### src/rtl/serial_bus_pkg.sv
// Shared definitions for the serial interconnect: slave FSM state encoding,
// frame bit constants and default widths.
package serial_bus_pkg;

    typedef enum logic [3:0] {
        ST_IDLE       = 4'd0,
        ST_MODE       = 4'd1,
        ST_ADDR       = 4'd2,
        ST_WDATA      = 4'd3,
        ST_PARITY     = 4'd4,
        ST_MEM        = 4'd5,
        ST_RSP_START  = 4'd6,
        ST_RSP_STATUS = 4'd7,
        ST_RSP_DATA   = 4'd8
    } state_t;

    localparam logic START_BIT   = 1'b1;
    localparam logic MODE_WRITE  = 1'b1;
    localparam logic MODE_READ   = 1'b0;
    localparam logic STATUS_ACK  = 1'b1;
    localparam logic STATUS_NACK = 1'b0;

    localparam int DEF_ADDR_W  = 12;
    localparam int DEF_DATA_W  = 8;
    localparam int DEF_TIMEOUT = 255;

endpackage

### src/rtl/slave_tx_ser.sv
// Response serialiser: on load drives the start bit, then status and
// (optionally) DATA_W data bits MSB first; done marks the last bit on the line.
module slave_tx_ser
    import serial_bus_pkg::*;
#(
    parameter int DATA_W = DEF_DATA_W
) (
    input  logic              clk,
    input  logic              rst,
    input  logic              load,
    input  logic              status,
    input  logic              has_data,
    input  logic [DATA_W-1:0] data,
    output logic              tx,
    output logic              done
);

    localparam int CW = $clog2(DATA_W + 2);

    logic [DATA_W:0] shift_reg;
    logic [CW-1:0]   left_reg;
    logic            active_reg;
    logic            tx_reg;

    // left_reg counts the bits still to follow the one currently on tx
    always_ff @(posedge clk) begin
        if (rst) begin
            shift_reg  <= '0;
            left_reg   <= '0;
            active_reg <= 1'b0;
            tx_reg     <= 1'b0;
        end else if (load) begin
            tx_reg     <= START_BIT;
            shift_reg  <= {status, data};
            left_reg   <= has_data ? CW'(DATA_W + 1) : CW'(1);
            active_reg <= 1'b1;
        end else if (active_reg) begin
            if (left_reg == '0) begin
                tx_reg     <= 1'b0;
                active_reg <= 1'b0;
            end else begin
                tx_reg    <= shift_reg[DATA_W];
                shift_reg <= {shift_reg[DATA_W-1:0], 1'b0};
                left_reg  <= left_reg - CW'(1);
            end
        end
    end

    assign tx   = tx_reg;
    assign done = active_reg && (left_reg == '0);

endmodule

### src/rtl/slave_port.sv
// Serial-bus slave endpoint: deserialises a request frame, performs one
// req/ack memory access, and returns the response. Optional SLAVE_PARITY_EN.
module slave_port
    import serial_bus_pkg::*;
#(
    parameter int ADDR_W  = DEF_ADDR_W,
    parameter int DATA_W  = DEF_DATA_W,
    parameter int TIMEOUT = DEF_TIMEOUT
) (
    input  logic              clk,
    input  logic              rst,
    input  logic              rx,
    output logic              tx,
    output logic              mem_req,
    output logic              mem_we,
    output logic [ADDR_W-1:0] mem_addr,
    output logic [DATA_W-1:0] mem_wdata,
    input  logic              mem_ack,
    input  logic [DATA_W-1:0] mem_rdata,
    output logic              busy,
    output logic [3:0]        state_o
);

    localparam int MAXW = (ADDR_W > DATA_W) ? ADDR_W : DATA_W;
    localparam int BW   = $clog2(MAXW + 1);
    localparam int TW   = $clog2(TIMEOUT + 1);

`ifdef SLAVE_PARITY_EN
    localparam state_t REQ_END = ST_PARITY;
`else
    localparam state_t REQ_END = ST_MEM;
`endif

    state_t            state_reg, state_next;
    logic [BW-1:0]     bit_cnt_reg;
    logic [TW-1:0]     tout_cnt_reg;
    logic              mem_we_reg;
    logic [ADDR_W-1:0] mem_addr_reg;
    logic [DATA_W-1:0] mem_wdata_reg;
`ifdef SLAVE_PARITY_EN
    logic              parity_reg;
`endif

    logic ser_load, ser_status, ser_has_data, ser_done;

    always_comb begin
        state_next   = state_reg;
        ser_load     = 1'b0;
        ser_status   = STATUS_NACK;
        ser_has_data = 1'b0;
        case (state_reg)
            ST_IDLE:  if (rx == START_BIT) state_next = ST_MODE;
            ST_MODE:  state_next = ST_ADDR;
            ST_ADDR: begin
                if (bit_cnt_reg == BW'(ADDR_W - 1))
                    state_next = (mem_we_reg == MODE_WRITE) ? ST_WDATA : REQ_END;
            end
            ST_WDATA: begin
                if (bit_cnt_reg == BW'(DATA_W - 1))
                    state_next = REQ_END;
            end
`ifdef SLAVE_PARITY_EN
            ST_PARITY: begin
                // Even parity: mode, address, data and parity bit XOR to zero
                if ((parity_reg ^ rx) == 1'b0) begin
                    state_next = ST_MEM;
                end else begin
                    state_next = ST_RSP_START;
                    ser_load   = 1'b1;
                end
            end
`endif
            ST_MEM: begin
                // An ack arriving in the final timeout cycle still counts
                if (mem_ack) begin
                    state_next   = ST_RSP_START;
                    ser_load     = 1'b1;
                    ser_status   = STATUS_ACK;
                    ser_has_data = (mem_we_reg == MODE_READ);
                end else if (tout_cnt_reg == TW'(TIMEOUT - 1)) begin
                    state_next = ST_RSP_START;
                    ser_load   = 1'b1;
                end
            end
            ST_RSP_START:  state_next = ST_RSP_STATUS;
            ST_RSP_STATUS: state_next = ser_done ? ST_IDLE : ST_RSP_DATA;
            ST_RSP_DATA:   if (ser_done) state_next = ST_IDLE;
            default:       state_next = ST_IDLE;
        endcase
    end

    always_ff @(posedge clk) begin
        if (rst) begin
            state_reg     <= ST_IDLE;
            bit_cnt_reg   <= '0;
            tout_cnt_reg  <= '0;
            mem_we_reg    <= 1'b0;
            mem_addr_reg  <= '0;
            mem_wdata_reg <= '0;
`ifdef SLAVE_PARITY_EN
            parity_reg    <= 1'b0;
`endif
        end else begin
            state_reg <= state_next;

            if (state_next != state_reg)
                bit_cnt_reg <= '0;
            else if (state_reg == ST_ADDR || state_reg == ST_WDATA)
                bit_cnt_reg <= bit_cnt_reg + BW'(1);

            if (state_reg == ST_MEM && state_next == ST_MEM)
                tout_cnt_reg <= tout_cnt_reg + TW'(1);
            else
                tout_cnt_reg <= '0;

            // Address/data shift straight into the access registers
            case (state_reg)
                ST_MODE: begin
                    mem_we_reg <= (rx == MODE_WRITE);
`ifdef SLAVE_PARITY_EN
                    parity_reg <= rx;
`endif
                end
                ST_ADDR: begin
                    mem_addr_reg <= {mem_addr_reg[ADDR_W-2:0], rx};
`ifdef SLAVE_PARITY_EN
                    parity_reg   <= parity_reg ^ rx;
`endif
                end
                ST_WDATA: begin
                    mem_wdata_reg <= {mem_wdata_reg[DATA_W-2:0], rx};
`ifdef SLAVE_PARITY_EN
                    parity_reg    <= parity_reg ^ rx;
`endif
                end
                default: ;
            endcase
        end
    end

    slave_tx_ser #(.DATA_W(DATA_W)) u_tx_ser (
        .clk      (clk),
        .rst      (rst),
        .load     (ser_load),
        .status   (ser_status),
        .has_data (ser_has_data),
        .data     (mem_rdata),
        .tx       (tx),
        .done     (ser_done)
    );

    assign mem_req   = (state_reg == ST_MEM);
    assign mem_we    = mem_we_reg;
    assign mem_addr  = mem_addr_reg;
    assign mem_wdata = mem_wdata_reg;
    assign busy      = (state_reg != ST_IDLE);
    assign state_o   = state_reg;

endmodule

### config.mk
export PLATFORM = sky130hd
export DESIGN_NAME = slave_port
export DESIGN_NICKNAME = d
export VERILOG_FILES = /design/src/rtl/serial_bus_pkg.sv /design/src/rtl/slave_tx_ser.sv /design/src/rtl/slave_port.sv
export SDC_FILE = /design/constraint.sdc
export NUM_CORES = 1
export LEC_CHECK = 0
export BUFFER_PORTS_ARGS = -buffer_cell sky130_fd_sc_hd__buf_2
export CORE_UTILIZATION = 30
export CTS_CLUSTER_SIZE = 30
export DETAILED_ROUTE_END_ITERATION = 8
export MAX_ROUTING_LAYER = met4
export PLACE_DENSITY_LB_ADDON = 0.12
export SYNTH_ARGS = -nofsm -noshare
export SYNTH_HDL_FRONTEND = slang
export SYNTH_SLANG_ARGS = --single-unit
### constraint.sdc
create_clock -name clk -period 1.65 [get_ports clk]
set_clock_uncertainty 0.1 [all_clocks]
set_input_delay 0.165 -clock clk [delete_from_list [all_inputs] [get_ports clk]]
set_output_delay 0.165 -clock clk [all_outputs]
set_load 0.1 [all_outputs]
* Word level (Yosys, flattened, before mapping)
Cells that the tools add are included.
** Word-level totals
- Output and inout bits :: 28
- Register bits :: 52
- Bits of input ports :: 12
- Logic and storage cells :: 67
** Cells by class
- Eq/ne operators :: 13
- Bitwise logic cells :: 2
- Mux-type cells :: 29
- Reductions and logical operators :: 10
- Add/sub/neg operators :: 3
** Operators with widths (number)
- $mux 4 :: 11
- $pmux 4 s8 :: 1
- $mux 9 :: 3
- $eq 4x3->1 const B :: 5
- $mux 1 :: 13
- $add 8x1->8 const B :: 1
- $eq 4x2->1 const B :: 2
- $eq 4x4->1 const B :: 2
- $eq 8x8->1 const B :: 1
- $logic_not 4->1 :: 2
- $add 4x1->4 const B :: 1
- $eq 4x1->1 const B :: 1
- $ne 4x4->1 :: 1
- $reduce_bool 4->1 :: 1
- $reduce_or 2->1 :: 2
- $sub 4x1->4 const B :: 1
- $mux 3 :: 1
- $logic_and 1x1->1 :: 2
- $ne 2x2->1 const B :: 1
- $not 1->1 :: 2
- $reduce_and 2->1 :: 1
- $reduce_bool 2->1 :: 1
- $logic_or 1x1->1 :: 1

* Longest topological paths before layout
- Depth after elaboration :: 8
- Mapped depth :: 7
- Depth with buffers taken out :: 6

* Hierarchy
A second synthesis with hierarchy kept.
** Unflattened totals
- Cells, all modules :: 286
- Area total of the unflattened synthesis :: 2427.3 um2
** By module, submodules not included
- slave_port :: instances 1, cells an instance 199, sequential area each 740.7 um2, area each 1690.4 um2
- slave_tx_ser :: instances 1, cells an instance 87, sequential area each 300.3 um2, area each 737.0 um2

* Worst setup path after synthesis
OpenSTA, ideal clock, no wires.
- Kind :: register -> register
- Start point :: register state_reg[2] (netlist: state_o[2])
- End point :: register u_tx_ser.left_reg[3]
- Setup time :: 103 ps
- Buffers on the path :: 1
- Path slack :: -868 ps
- Data arrival time :: 2316 ps
- Stages on the path, launching flop included :: 6
- Clock period less this slack :: 2518 ps
- Required time :: 1447 ps
- Cells stage by stage :: dfxtp_1 buf_4 nand4bb_4 inv_2 o22ai_1 a222oi_1
** Between the ends
- Word-level cells in the longest chain between the ends :: 4
- Elaborated cells between the ends (all ways) :: 8
- Those cells by class :: eq/ne: 2; mux: 4; reduce/logical: 2
** RTL lines
- start, declared :: RTL line slave_port.sv:34 : state_t state_reg, state_next;
- start signal, assigned :: RTL line slave_port.sv:104 : state_reg <= state_next;
- $eq 4x3->1 (*)
- via mem_req :: RTL line slave_port.sv:14 : output logic mem_req,
- $mux 1 :: RTL line slave_port.sv:51 : case (state_reg)
- $ne 2x2->1 (no source line), or another cell as far along
- $reduce_and 2->1 (no source line) / $mux 4 (equally long branches)
- end signal, assigned :: RTL line slave_tx_ser.sv:35 : left_reg <= has_data ? CW'(DATA_W + 1) : CW'(1);
- end signal, assigned :: RTL line slave_tx_ser.sv:44 : left_reg <= left_reg - CW'(1);
- end, declared :: RTL line slave_tx_ser.sv:21 : logic [CW-1:0] left_reg;
Mark *: on every way through the listed nets, which the timed path passes. The rest lies on a longest branch.
A chain may end at the register's enable or synchronous reset.

* Worst setup path after layout
- Start point :: register u_tx_ser.left_reg[0]
- End point :: register u_tx_ser.tx_reg (netlist: u_tx_ser.tx)
** Between the ends
- Word-level cells in the longest chain between the ends :: 4
** RTL lines
- $logic_not 4->1 :: RTL line slave_tx_ser.sv:38 : if (left_reg == '0) begin
- $mux 1 :: RTL line slave_tx_ser.sv:38
- $mux 1 :: RTL line slave_tx_ser.sv:37 : end else if (active_reg) begin
- $mux 1 :: RTL line slave_tx_ser.sv:32 : end else if (load) begin
- end signal, assigned :: RTL line slave_tx_ser.sv:42 : tx_reg <= shift_reg[DATA_W];
- end, declared :: RTL line slave_tx_ser.sv:23 : logic tx_reg;
Every way passes these cells. The select of a mux whose other input is x is not followed.

==> out/qor.yml <==
outcome: "finished, violations left"
violations: "negative setup slack"
vias_per_cell: 4.818
synth_top_family_by_area: "simple AND/OR/NAND/NOR gates"
postCtsHoldBufs: 0
vias: 2226
finalHoldViolations: 0
async_flop_share_pct: 0
cts_tree: "yes"
slowest_stage: "or3b_4"
endpoint_kind: "flop"
cp_top_family: "simple AND/OR/NAND/NOR gates"
numCtsBuffers: 5
cp.arrival_ns: 1.78
grt_max_degree: 27
cp-start-kind: "flop"
synth_top_area_share_pct: 42.28
clkSlewWorstSetupHoldPaths_ns: 0.09
drt_wl_total_um: 6121
gr-usage-all-layers_pct: 14.62
drt_iter0_drc: 61
synth_compound_area_share_pct: 18.14
clock_path_buffers: 2
dieWidth_um: 92.60
min_path_type: "in -> reg"
final_max_slew_viol_count: 0
max_cap_viol_count: 0
synthMuxAreaShare_pct: 1.220
diodes: 0
relSlewSlack_pct: 67.34
rsz0062_at_grt: "yes"
io_pins: 40
start_util_pct: 31.38
fillCellCount: 807
clkLatencyLatePin_ns: 0.30
swShare_pct: 25.23
antenna_found_initial: 0
r2r_end: "u_tx_ser.tx$_SDFFE_PP0P_"
ant_nets: 0
internal_power_mw: 1.840
period_share_pct: 102.4
worstMarginPinSlew_ns: 0.4933
synth_ff_type: "dfxtp_1"
grt_first_pass_wirelength_um: 9742
regToRegStartpoint: "u_tx_ser.left_reg[0]$_SDFFE_PP0P_"
finalPower_mw: 2.460
cts-htree-levels: 2
die_y_um: 92.60
place_congestion: 0.7774
reg2reg_slack_ns: -0.04
dpl.hpwl_um: 3867
fin_ws_ns: -0.03971
critPathLaunch: "u_tx_ser.left_reg[0]$_SDFFE_PP0P_"
p_leak_nw: 1.333
drt_pass1_iterations: 6
crit_chain: "inv_2, ha_4, or3b_4, and2_4, buf_4, a21oi_2, a21oi_1"
root_buffer: "clkbuf_8"
rows: 32
largest_register_ffs: 12
numPortBuffers: 39
ys_seq_area_share_pct: 42.28
cts.sinks: 52
synth_fp_nets: 299
cp_data_required_time_ns: 1.74
core_region_area_mm2: 0.007848
synthAdderAreaFrac_pct: 2.541
power_density_mw_per_mm2: 718.5
multi_input_area_mm2: 0.001488
netlist_area_mm2: 0.002462
area_growth_pct: 39.08
nets: 376
preCtsSetupSlack_ns: -0.06681
ys_warn_count: 0
synth-edff-count: 0
drcViolationCount: 0
post-route-min-period_ns: 1.690
grt_pass1_vias: 2065
switching_power_mw: 0.6207
rr_worst_depth: 7
p_clk_share_pct: 36.3
synthDistinctLibCells: 55
syn_area_per_cell_um2: 8.732
synth-xor-area-share_pct: 3.913
crit_cells: 7
combPwrFrac_pct: 12.1
yosysTopAreaCell: "dfxtp_1"
netlist_instances: 282
ys_ff_latch: 52
setup_viol: 4
yosys.area_share.simple_pct: 27.34
cp_max_fo: 5
endpoint: "u_tx_ser.tx$_SDFFE_PP0P_"
drive_gt1_share_pct: 39.17
grt_overflow: 0
cp.buffers_inverters: 2
vdd_drop_max_mv: 0.3294
fin_util_pct: 43.64
crit_path_max_incr_delay_ns: 0.41
regArea_mm2: 0.001061
power_frac_seq_pct: 51.7
crit_type: "reg -> reg"
wl_per_cell_um: 13.25
synthTopCellsByArea: "dfxtp_1, nand2_1, a21oi_1, a311oi_2, nor3_1"
die_area_mm2: 0.008574
clock.fmax_mhz: 591.8
==> Yosys cell counts (3+ instances only) <==
cell type,instances
buf_2,6
dfxtp_1,52
xnor2_1,3
buf_4,3
nor2_1,18
clkbuf_1,5
nand3_1,5
ha_1,5
a211oi_1,3
nor3_1,16
and3b_1,3
nand2_1,61
a21oi_1,27
xor2_1,8
nand2b_1,3
nor2b_1,3
inv_1,5
o21ai_0,4
mux2i_1,3
a311oi_2,6
==> metal layers <==
metal,part of all wire [%],GRT usage [%]
met1,51,19.76
met2,46,22.53
met3,2.6,2.463
met4,0.78,3.906
met5,0,-
==> cell usage in the layout (no fill, tap or decap), types with 3 or more instances in the layout <==
cell type	n
nand2_2	3
nor2b_1	3
buf_4	40
inv_2	3
a21oi_1	26
mux2i_1	3
buf_2	37
nand2b_1	3
nor3_1	15
nand3_1	5
xor2_1	8
inv_1	3
dfxtp_4	4
a311oi_2	6
a211oi_1	3
ha_1	3
buf_12	4
nand2_1	57
dfxtp_2	4
nor2_1	16
o21ai_0	4
dfxtp_1	44
clkbuf_8	7
nand2_4	3
and3b_1	3
==> stage by stage <==
step           hold slack, ns  cells   TNS (ns)  area (um2)
5_1_grt               0.03745    462    -0.5462        3425
2_1_floorplan          0.2010    282    -0.1500        2520
3_3_place_gp           0.3335    434   -0.04642        2979
6_report              0.02566    462   -0.09002        3425
3_5_place_dp           0.3467    434    -0.1537        2979
4_1_cts               0.01894    450  -0.008092        3213
==> power by group through the flow <==
stage | combinational, mW | sequential, mW | clock (mW)
3_5_place_dp | 0.249 | 1.31 | 0
6_report | 0.297 | 1.27 | 0.893
5_1_grt | 0.315 | 1.27 | 0.980
4_1_cts | 0.269 | 1.27 | 0.928
2_1_floorplan | 0.133 | 1.35 | 0
3_3_place_gp | 0.250 | 1.31 | 0
==> final cells by class <==
| cell class | count | share of cell area [%] |
|---|---|---|
| Sequential cell | 52 | 30.98 |
| Multi-Input combinational cell | 210 | 43.44 |
| Clock buffer | 8 | 3.544 |
| Timing Repair Buffer | 83 | 17.17 |
| Tap cell | 102 | 3.727 |
| Inverter | 7 | 1.133 |
==> worst register-to-register path, stage by stage, from the launching register on <==
cell and delay (ns):
dfxtp_2 0.33, inv_2 0.07, ha_4 0.13, or3b_4 0.41, and2_4 0.22, buf_4 0.14, a21oi_2 0.11, a21oi_1 0.07
==> what timing repair did <==
item | in CTS | in global routing
buffers inserted | 7 | 11
cloned | 1 | 2
pin swaps | 5 | 11
gates resized for setup | 8 | 19
setup endpoints to repair | 12 | 20
==> how the worst min path moves through the flow <==
stage	from	end	slack, ns	depth (start not counted)
floorplan	rx	mem_addr[0]$_SDFFE_PP0P_	0.20	2
global placement	mem_rdata[0]	u_tx_ser.shift_reg[0]$_SDFFE_PP0P_	0.33	3
global route	mem_rdata[0]	u_tx_ser.shift_reg[0]$_SDFFE_PP0P_	0.04	3
detailed placement	mem_rdata[0]	u_tx_ser.shift_reg[0]$_SDFFE_PP0P_	0.35	3
CTS	mem_rdata[0]	u_tx_ser.shift_reg[0]$_SDFFE_PP0P_	0.02	3
finish	mem_rdata[0]	u_tx_ser.shift_reg[0]$_SDFFE_PP0P_	0.03	3
==> cells by family after synthesis <==
logic type	after synthesis
AOI/OAI and AO/OA	58
and+or+nand+nor	130
xor gates and xnor gates	11
adders and majority gates	5
muxes	3
buffers and inverters	23
DFF	52
Note: power is estimated with default switching activity, not from simulation.
